**config.mk**
```make
export PLATFORM = sky130hd
export DESIGN_NAME = c17_lane_pipe
export DESIGN_NICKNAME = d
export VERILOG_FILES = /design/src/rtl/c17_lane_pipe_pkg.sv /design/src/rtl/c17_lane_pipe_stage_reg.sv /design/src/rtl/c17_lane_pipe.sv
export SDC_FILE = /design/constraint.sdc
export NUM_CORES = 1
export LEC_CHECK = 0
export CORE_MARGIN = 8
export CORE_UTILIZATION = 43
export DETAILED_ROUTE_END_ITERATION = 10
export HOLD_SLACK_MARGIN = 0.1
export PLACE_DENSITY = 0.75
export RECOVER_POWER = 25
export REMOVE_ABC_BUFFERS = 1
export SLEW_MARGIN = 20
export SYNTH_ARGS = -nofsm -noshare
export SYNTH_HDL_FRONTEND = slang
export SYNTH_SLANG_ARGS = --single-unit
```
**constraint.sdc**
```tcl
create_clock -name clk -period 1.4 [get_ports clk]
set_clock_uncertainty 0.2 [all_clocks]
set_input_delay 0.28 -clock clk [delete_from_list [all_inputs] [get_ports clk]]
set_output_delay 0.28 -clock clk [all_outputs]
set_load 0.01 [all_outputs]
```
**src/rtl/c17_lane_pipe_pkg.sv**
```systemverilog
// Lane field widths, bit indices and the C17 split-point functions shared by the lane pipeline.
package c17_pkg;

    localparam int IN_W  = 5;
    localparam int OUT_W = 2;
    localparam int MID_W = 3;

    localparam int G1_IDX  = 0;
    localparam int G2_IDX  = 1;
    localparam int G3_IDX  = 2;
    localparam int G6_IDX  = 3;
    localparam int G7_IDX  = 4;

    localparam int O22_IDX = 0;
    localparam int O23_IDX = 1;

    // Stage-1 cut of the network, packed MSB-first as {n8,n10,n12}.
    typedef struct packed {
        logic n8;
        logic n10;
        logic n12;
    } c17_mid_t;

    function automatic logic [MID_W-1:0] c17_mid(input logic [IN_W-1:0] g);
        c17_mid_t m;
        logic     n9;
        n9    = g[G3_IDX] & g[G6_IDX];
        m.n8  = g[G1_IDX] & g[G3_IDX];
        m.n10 = g[G2_IDX] & ~n9;
        m.n12 = g[G7_IDX] & ~n9;
        return m;
    endfunction

    function automatic logic [OUT_W-1:0] c17_fin(input logic [MID_W-1:0] mid);
        c17_mid_t         m;
        logic [OUT_W-1:0] o;
        m          = mid;
        o[O22_IDX] = m.n8 | m.n10;
        o[O23_IDX] = m.n10 | m.n12;
        return o;
    endfunction

    function automatic logic [OUT_W-1:0] c17_eval(input logic [IN_W-1:0] g);
        return c17_fin(c17_mid(g));
    endfunction

endpackage

```
**src/rtl/c17_lane_pipe_stage_reg.sv**
```systemverilog
// One valid/ready pipeline slice; the data register only loads on an accepted transfer.
module c17_stage_reg #(
    parameter int W = 8
) (
    input  logic         clk,
    input  logic         rst,
    input  logic         in_valid,
    output logic         in_ready,
    input  logic [W-1:0] in_data,
    output logic         out_valid,
    input  logic         out_ready,
    output logic [W-1:0] out_data
);

    logic         valid_q;
    logic         valid_d;
    logic [W-1:0] data_q;
    logic [W-1:0] data_d;
    logic         load_s;

    // Slice can take a new item when empty or when its current item leaves this cycle.
    always_comb begin
        load_s  = ~valid_q | out_ready;
        valid_d = valid_q;
        data_d  = data_q;
        if (load_s) begin
            valid_d = in_valid;
            if (in_valid) begin
                data_d = in_data;
            end else begin
                data_d = data_q;
            end
        end else begin
            valid_d = valid_q;
            data_d  = data_q;
        end
    end

    // State registers with synchronous reset.
    always_ff @(posedge clk) begin
        if (rst) begin
            valid_q <= 1'b0;
            data_q  <= {W{1'b0}};
        end else begin
            valid_q <= valid_d;
            data_q  <= data_d;
        end
    end

    assign in_ready  = load_s;
    assign out_valid = valid_q;
    assign out_data  = data_q;

endmodule

```
**src/rtl/c17_lane_pipe.sv**
```systemverilog
// Multi-lane pipelined C17 evaluator with valid/ready flow control.
// Optional output toggle counter enabled by defining C17_TOGGLE_CNT_EN.
module c17_lane_pipe
    import c17_pkg::*;
#(
    parameter int LANES  = 4,
    parameter int STAGES = 2,
    parameter int CNT_W  = 16
) (
    input  logic                   clk,
    input  logic                   rst,
    input  logic                   in_valid,
    output logic                   in_ready,
    input  logic [IN_W*LANES-1:0]  in_data,
    output logic                   out_valid,
    input  logic                   out_ready,
    output logic [OUT_W*LANES-1:0] out_data
`ifdef C17_TOGGLE_CNT_EN
    ,
    input  logic                   tgl_clr,
    output logic [CNT_W-1:0]       tgl_count
`endif
);

    localparam int MW = MID_W * LANES;
    localparam int OW = OUT_W * LANES;

    if ((LANES < 1) || (CNT_W < 1) || (STAGES < 1) || (STAGES > 2)) begin : g_bad_cfg
        $error("c17_lane_pipe: unsupported parameter combination");
    end

`ifdef C17_TOGGLE_CNT_EN
    logic          last_load_s;
    logic [OW-1:0] last_new_s;
`endif

    if (STAGES == 1) begin : g_one
        logic [OW-1:0] eval_s;

        for (genvar l = 0; l < LANES; l++) begin : g_lane
            assign eval_s[l*OUT_W +: OUT_W] = c17_eval(in_data[l*IN_W +: IN_W]);
        end

        c17_stage_reg #(.W(OW)) u_out (
            .clk       (clk),
            .rst       (rst),
            .in_valid  (in_valid),
            .in_ready  (in_ready),
            .in_data   (eval_s),
            .out_valid (out_valid),
            .out_ready (out_ready),
            .out_data  (out_data)
        );

`ifdef C17_TOGGLE_CNT_EN
        assign last_load_s = in_valid & in_ready;
        assign last_new_s  = eval_s;
`endif
    end else begin : g_two
        logic [MW-1:0] mid_s;
        logic [MW-1:0] mid_q_s;
        logic [OW-1:0] fin_s;
        logic          s1_valid_s;
        logic          s2_ready_s;

        for (genvar l = 0; l < LANES; l++) begin : g_lane
            assign mid_s[l*MID_W +: MID_W] = c17_mid(in_data[l*IN_W +: IN_W]);
            assign fin_s[l*OUT_W +: OUT_W] = c17_fin(mid_q_s[l*MID_W +: MID_W]);
        end

        c17_stage_reg #(.W(MW)) u_s1 (
            .clk       (clk),
            .rst       (rst),
            .in_valid  (in_valid),
            .in_ready  (in_ready),
            .in_data   (mid_s),
            .out_valid (s1_valid_s),
            .out_ready (s2_ready_s),
            .out_data  (mid_q_s)
        );

        c17_stage_reg #(.W(OW)) u_s2 (
            .clk       (clk),
            .rst       (rst),
            .in_valid  (s1_valid_s),
            .in_ready  (s2_ready_s),
            .in_data   (fin_s),
            .out_valid (out_valid),
            .out_ready (out_ready),
            .out_data  (out_data)
        );

`ifdef C17_TOGGLE_CNT_EN
        assign last_load_s = s1_valid_s & s2_ready_s;
        assign last_new_s  = fin_s;
`endif
    end

`ifdef C17_TOGGLE_CNT_EN
    localparam int PC_W  = $clog2(OW + 1);
    localparam int SUM_W = ((CNT_W > PC_W) ? CNT_W : PC_W) + 1;

    logic [CNT_W-1:0] tgl_q;
    logic [CNT_W-1:0] tgl_d;
    logic [OW-1:0]    chg_s;
    logic [PC_W-1:0]  pc_s;
    logic [SUM_W-1:0] sum_s;

    // Output register currently holds the old value, so the XOR is the bits about to flip.
    always_comb begin
        chg_s = out_data ^ last_new_s;
        pc_s  = {PC_W{1'b0}};
        for (int b = 0; b < OW; b++) begin
            pc_s = pc_s + PC_W'(chg_s[b]);
        end
        sum_s = SUM_W'(tgl_q) + SUM_W'(pc_s);
        tgl_d = tgl_q;
        if (tgl_clr) begin
            tgl_d = {CNT_W{1'b0}};
        end else if (last_load_s) begin
            if (sum_s > SUM_W'({CNT_W{1'b1}})) begin
                tgl_d = {CNT_W{1'b1}};
            end else begin
                tgl_d = sum_s[CNT_W-1:0];
            end
        end else begin
            tgl_d = tgl_q;
        end
    end

    // Toggle counter register.
    always_ff @(posedge clk) begin
        if (rst) begin
            tgl_q <= {CNT_W{1'b0}};
        end else begin
            tgl_q <= tgl_d;
        end
    end

    assign tgl_count = tgl_q;
`endif

endmodule

```
==> impl_results.md <==
* Status: complete, but fails checks
* Violated checks: negative setup slack
* Max_slew headroom at 0.727
* Final hold violation count at 0
* Synthesized flop and latch total at 22
* Final Wtd Congestion at between 0.7 and 0.8
* IO Pins at 34
* Cell Pwr Density at approximately 1000 mW/mm^2
* Crit start category: register
* VDD IR max at approximately 0.76 mV
* Number of hold buffers added after cts at 0
* CP endpoint kind: output pin
* CTS clock-pin slew for the worst setup and hold paths at 0.12 ns
* CTS tree: done
* First-pass GRT wire length at about 4 mm
* Slowest stage cell, crit path: dfxtp_2
* Max Clock Freq at about 660 MHz
* Commonest non-fill, non-tap cells in the layout: a21oi_1 (22), clkdlybuf4s50_1 (22), dfxtp_1 (15), nand4_1 (12), o21ai_1 (10)
* # setup viols final at 1
* ANT nets after route at 0
* Initial antenna violation count at 0
* Global Route Usage Sum at 0.126
* DRT Wirelength at ~2.5 mm
* Post-synth cell types at 18
* Final slew viol count at 0
* Root buffer cell: clkbuf_4
* Reg2reg setup slack at ~0.030 ns
* DRT Pass-1 Iters at 4
* Number of CTS-inserted buffers at 3
* Worst path required time at ~0.92 ns
* Yosys warning count at 0
* Compound-Gate Fraction of Synth Area at 0.287
* Crit Path Category: reg2out
* Max FO, Critical Path at 2
* Layout area overhead at 42.8%
* Leakage at between 0.5 and 0.6 nW
* Largest family of logic cells by synthesized area: compound AO/OA/AOI/OAI gates
* RSZ-0062 raised after global routing: true
* # rows at 17
* Post-synthesis xor/xnor area fraction at 0
* H-tree depth at 1
* Largest net degree at the start of global routing at 23
* Vias at roughly 900
* WL/cell at around 15 um
* Post-Synth Adder-Cell Area at 0
* Max Cap Viol at 0
* DRC at 0
* Synth Instances at roughly 100
* Final Critical Period at ~1.5 ns
* Fraction of layout cells with a size suffix above 1 at 0.295
* CP Cell Sequence: and3b_2 > inv_4 > buf_6
* Seq/Total Area, Yosys at 0.468
* Nets at 164
* Via/cell ratio at between 5 and 6
* Die area at approximately 0.0039 sq mm
* Tightest Hold Check Type: reg2reg
* Final WS setup at -0.114 ns
* Design Power at between 1 and 1.5 mW
* Core area at between 0.002 and 0.0025 sq mm
* Vias in the first global route at just over 900
* Buffers added on ports at 33
* Clock Path Buffers at 2
* Die W at about 63 um
* Post-Synth Simple-Gate Area at 0.162
* Filler instances at between 200 and 250
* Gr ovfl total at 0
* Tcrit/Tclk final at 1.08
* Iteration-0 DRC Markers at 9
* Tightest Pin Transition at about 0.41 ns
* Antenna diode instance count at 0
* Crit path DAT at between 1 and 1.5 ns
* Slowest cell delay on critical path at between 0.3 and 0.4 ns
* Final Util at 0.626
* Syn Area/Cell at between 9 and 10 sq um
* Worst-Skew Late Latency at 0.31 ns
* HPWL after DPL at approximately 1.8 mm
* Pre-CTS setup slack at -0.657 ns
* Die height at ~63 um
* # clock sinks at 22
* Initial Utilization at 0.438
* Multiplexer share of the synthesized area at 0
* Mapped Area at roughly 940 sq um
## worst max-delay path: cells and delay by family (launching register included)
| family | cells | cell delay, ns |
|---|---|---|
| simple gates | 1 | 0.23 |
| buf+inv | 2 | 0.15 |
| flops | 1 | 0.34 |
## state kept, by name (all words and copies together), names as in the netlist
name	flops
g_two.u_s2.out_valid	1
g_two.u_s1.out_valid	1
g_two.u_s2.out_data	8
g_two.u_s1.out_data	12
## stage by stage
step | area [sq um] | std cells | hold slack (ns) | TNS [ns]
final | 1340 | 167 | 0.283 | -0.114
after global routing | 1340 | 167 | 0.308 | -0.376
after CTS | 1360 | 165 | 0.281 | -0.119
after detailed placement | 1300 | 161 | 0.268 | -6.91
after global placement | 1300 | 161 | 0.266 | -6.86
after floorplan | 877 | 94 | 0.145 | 0
## layer usage
| layer | part of all wire | track usage |
|---|---|---|
| met1 | 0.40 | 0.120 |
| met2 | 0.54 | 0.241 |
| met3 | 0.035 | 0.0412 |
| met4 | 0.019 | 0.0484 |
| met5 | 0 | 0 |
## where the power goes
group          leakage [nW]  switching [mW]  total, mW  internal, mW
Combinational         0.296           0.110      0.240         0.130
Clock                0.0279           0.188      0.478         0.290
Sequential            0.183          0.0188      0.683         0.664
## synth_stat cells, drive strengths merged
cell,instances,area share
and2,1,0.0093
nand2,4,0.016
buf,7,0.056
a21oi,22,0.12
nand2b,1,0.015
inv,3,0.015
clkbuf,2,0.012
a211oi,8,0.11
dfxtp,22,0.47
o21ai,12,0.064
nor2,8,0.032
nand4,12,0.080
and3b,1,0.011
## path summary, 6_finish.rpt
| path | start | to | cells past startpoint |
|---|---|---|---|
| hold / removal | g_two.u_s1.out_data[3] | g_two.u_s1.out_data[3] | 2 |
| setup / recovery | g_two.u_s2.out_valid | in_ready | 3 |
| hold reg to reg | g_two.u_s1.out_data[3] | g_two.u_s1.out_data[3] | 2 |
| setup reg to reg | g_two.u_s2.out_valid | g_two.u_s1.out_data[4] | 5 |
## area by class of cell
class | instances | area, sq um | area share
clock inverter | 1 | 30.0 | 0.0223
multi-input combinational | 69 | 423 | 0.315
inverter | 3 | 13.8 | 0.0102
timing repair buffer | 41 | 370 | 0.276
tap | 28 | 35.0 | 0.0261
clock buffer | 3 | 22.5 | 0.0168
sequential | 22 | 449 | 0.334
## what timing repair did
action | in CTS | in global routing
endpoints found under the setup margin | 22 | 17
buffers inserted | 0 | 2
hold endpoints to repair | 0 | 0
pin swaps | 1 | 0
resized for setup | 34 | 12
## kinds of logic after synthesis
logic type	after synthesis
compound gates	42
buf+inv	12
flops	22
simple gates	27
Note: power is estimated with default switching activity, not from simulation.
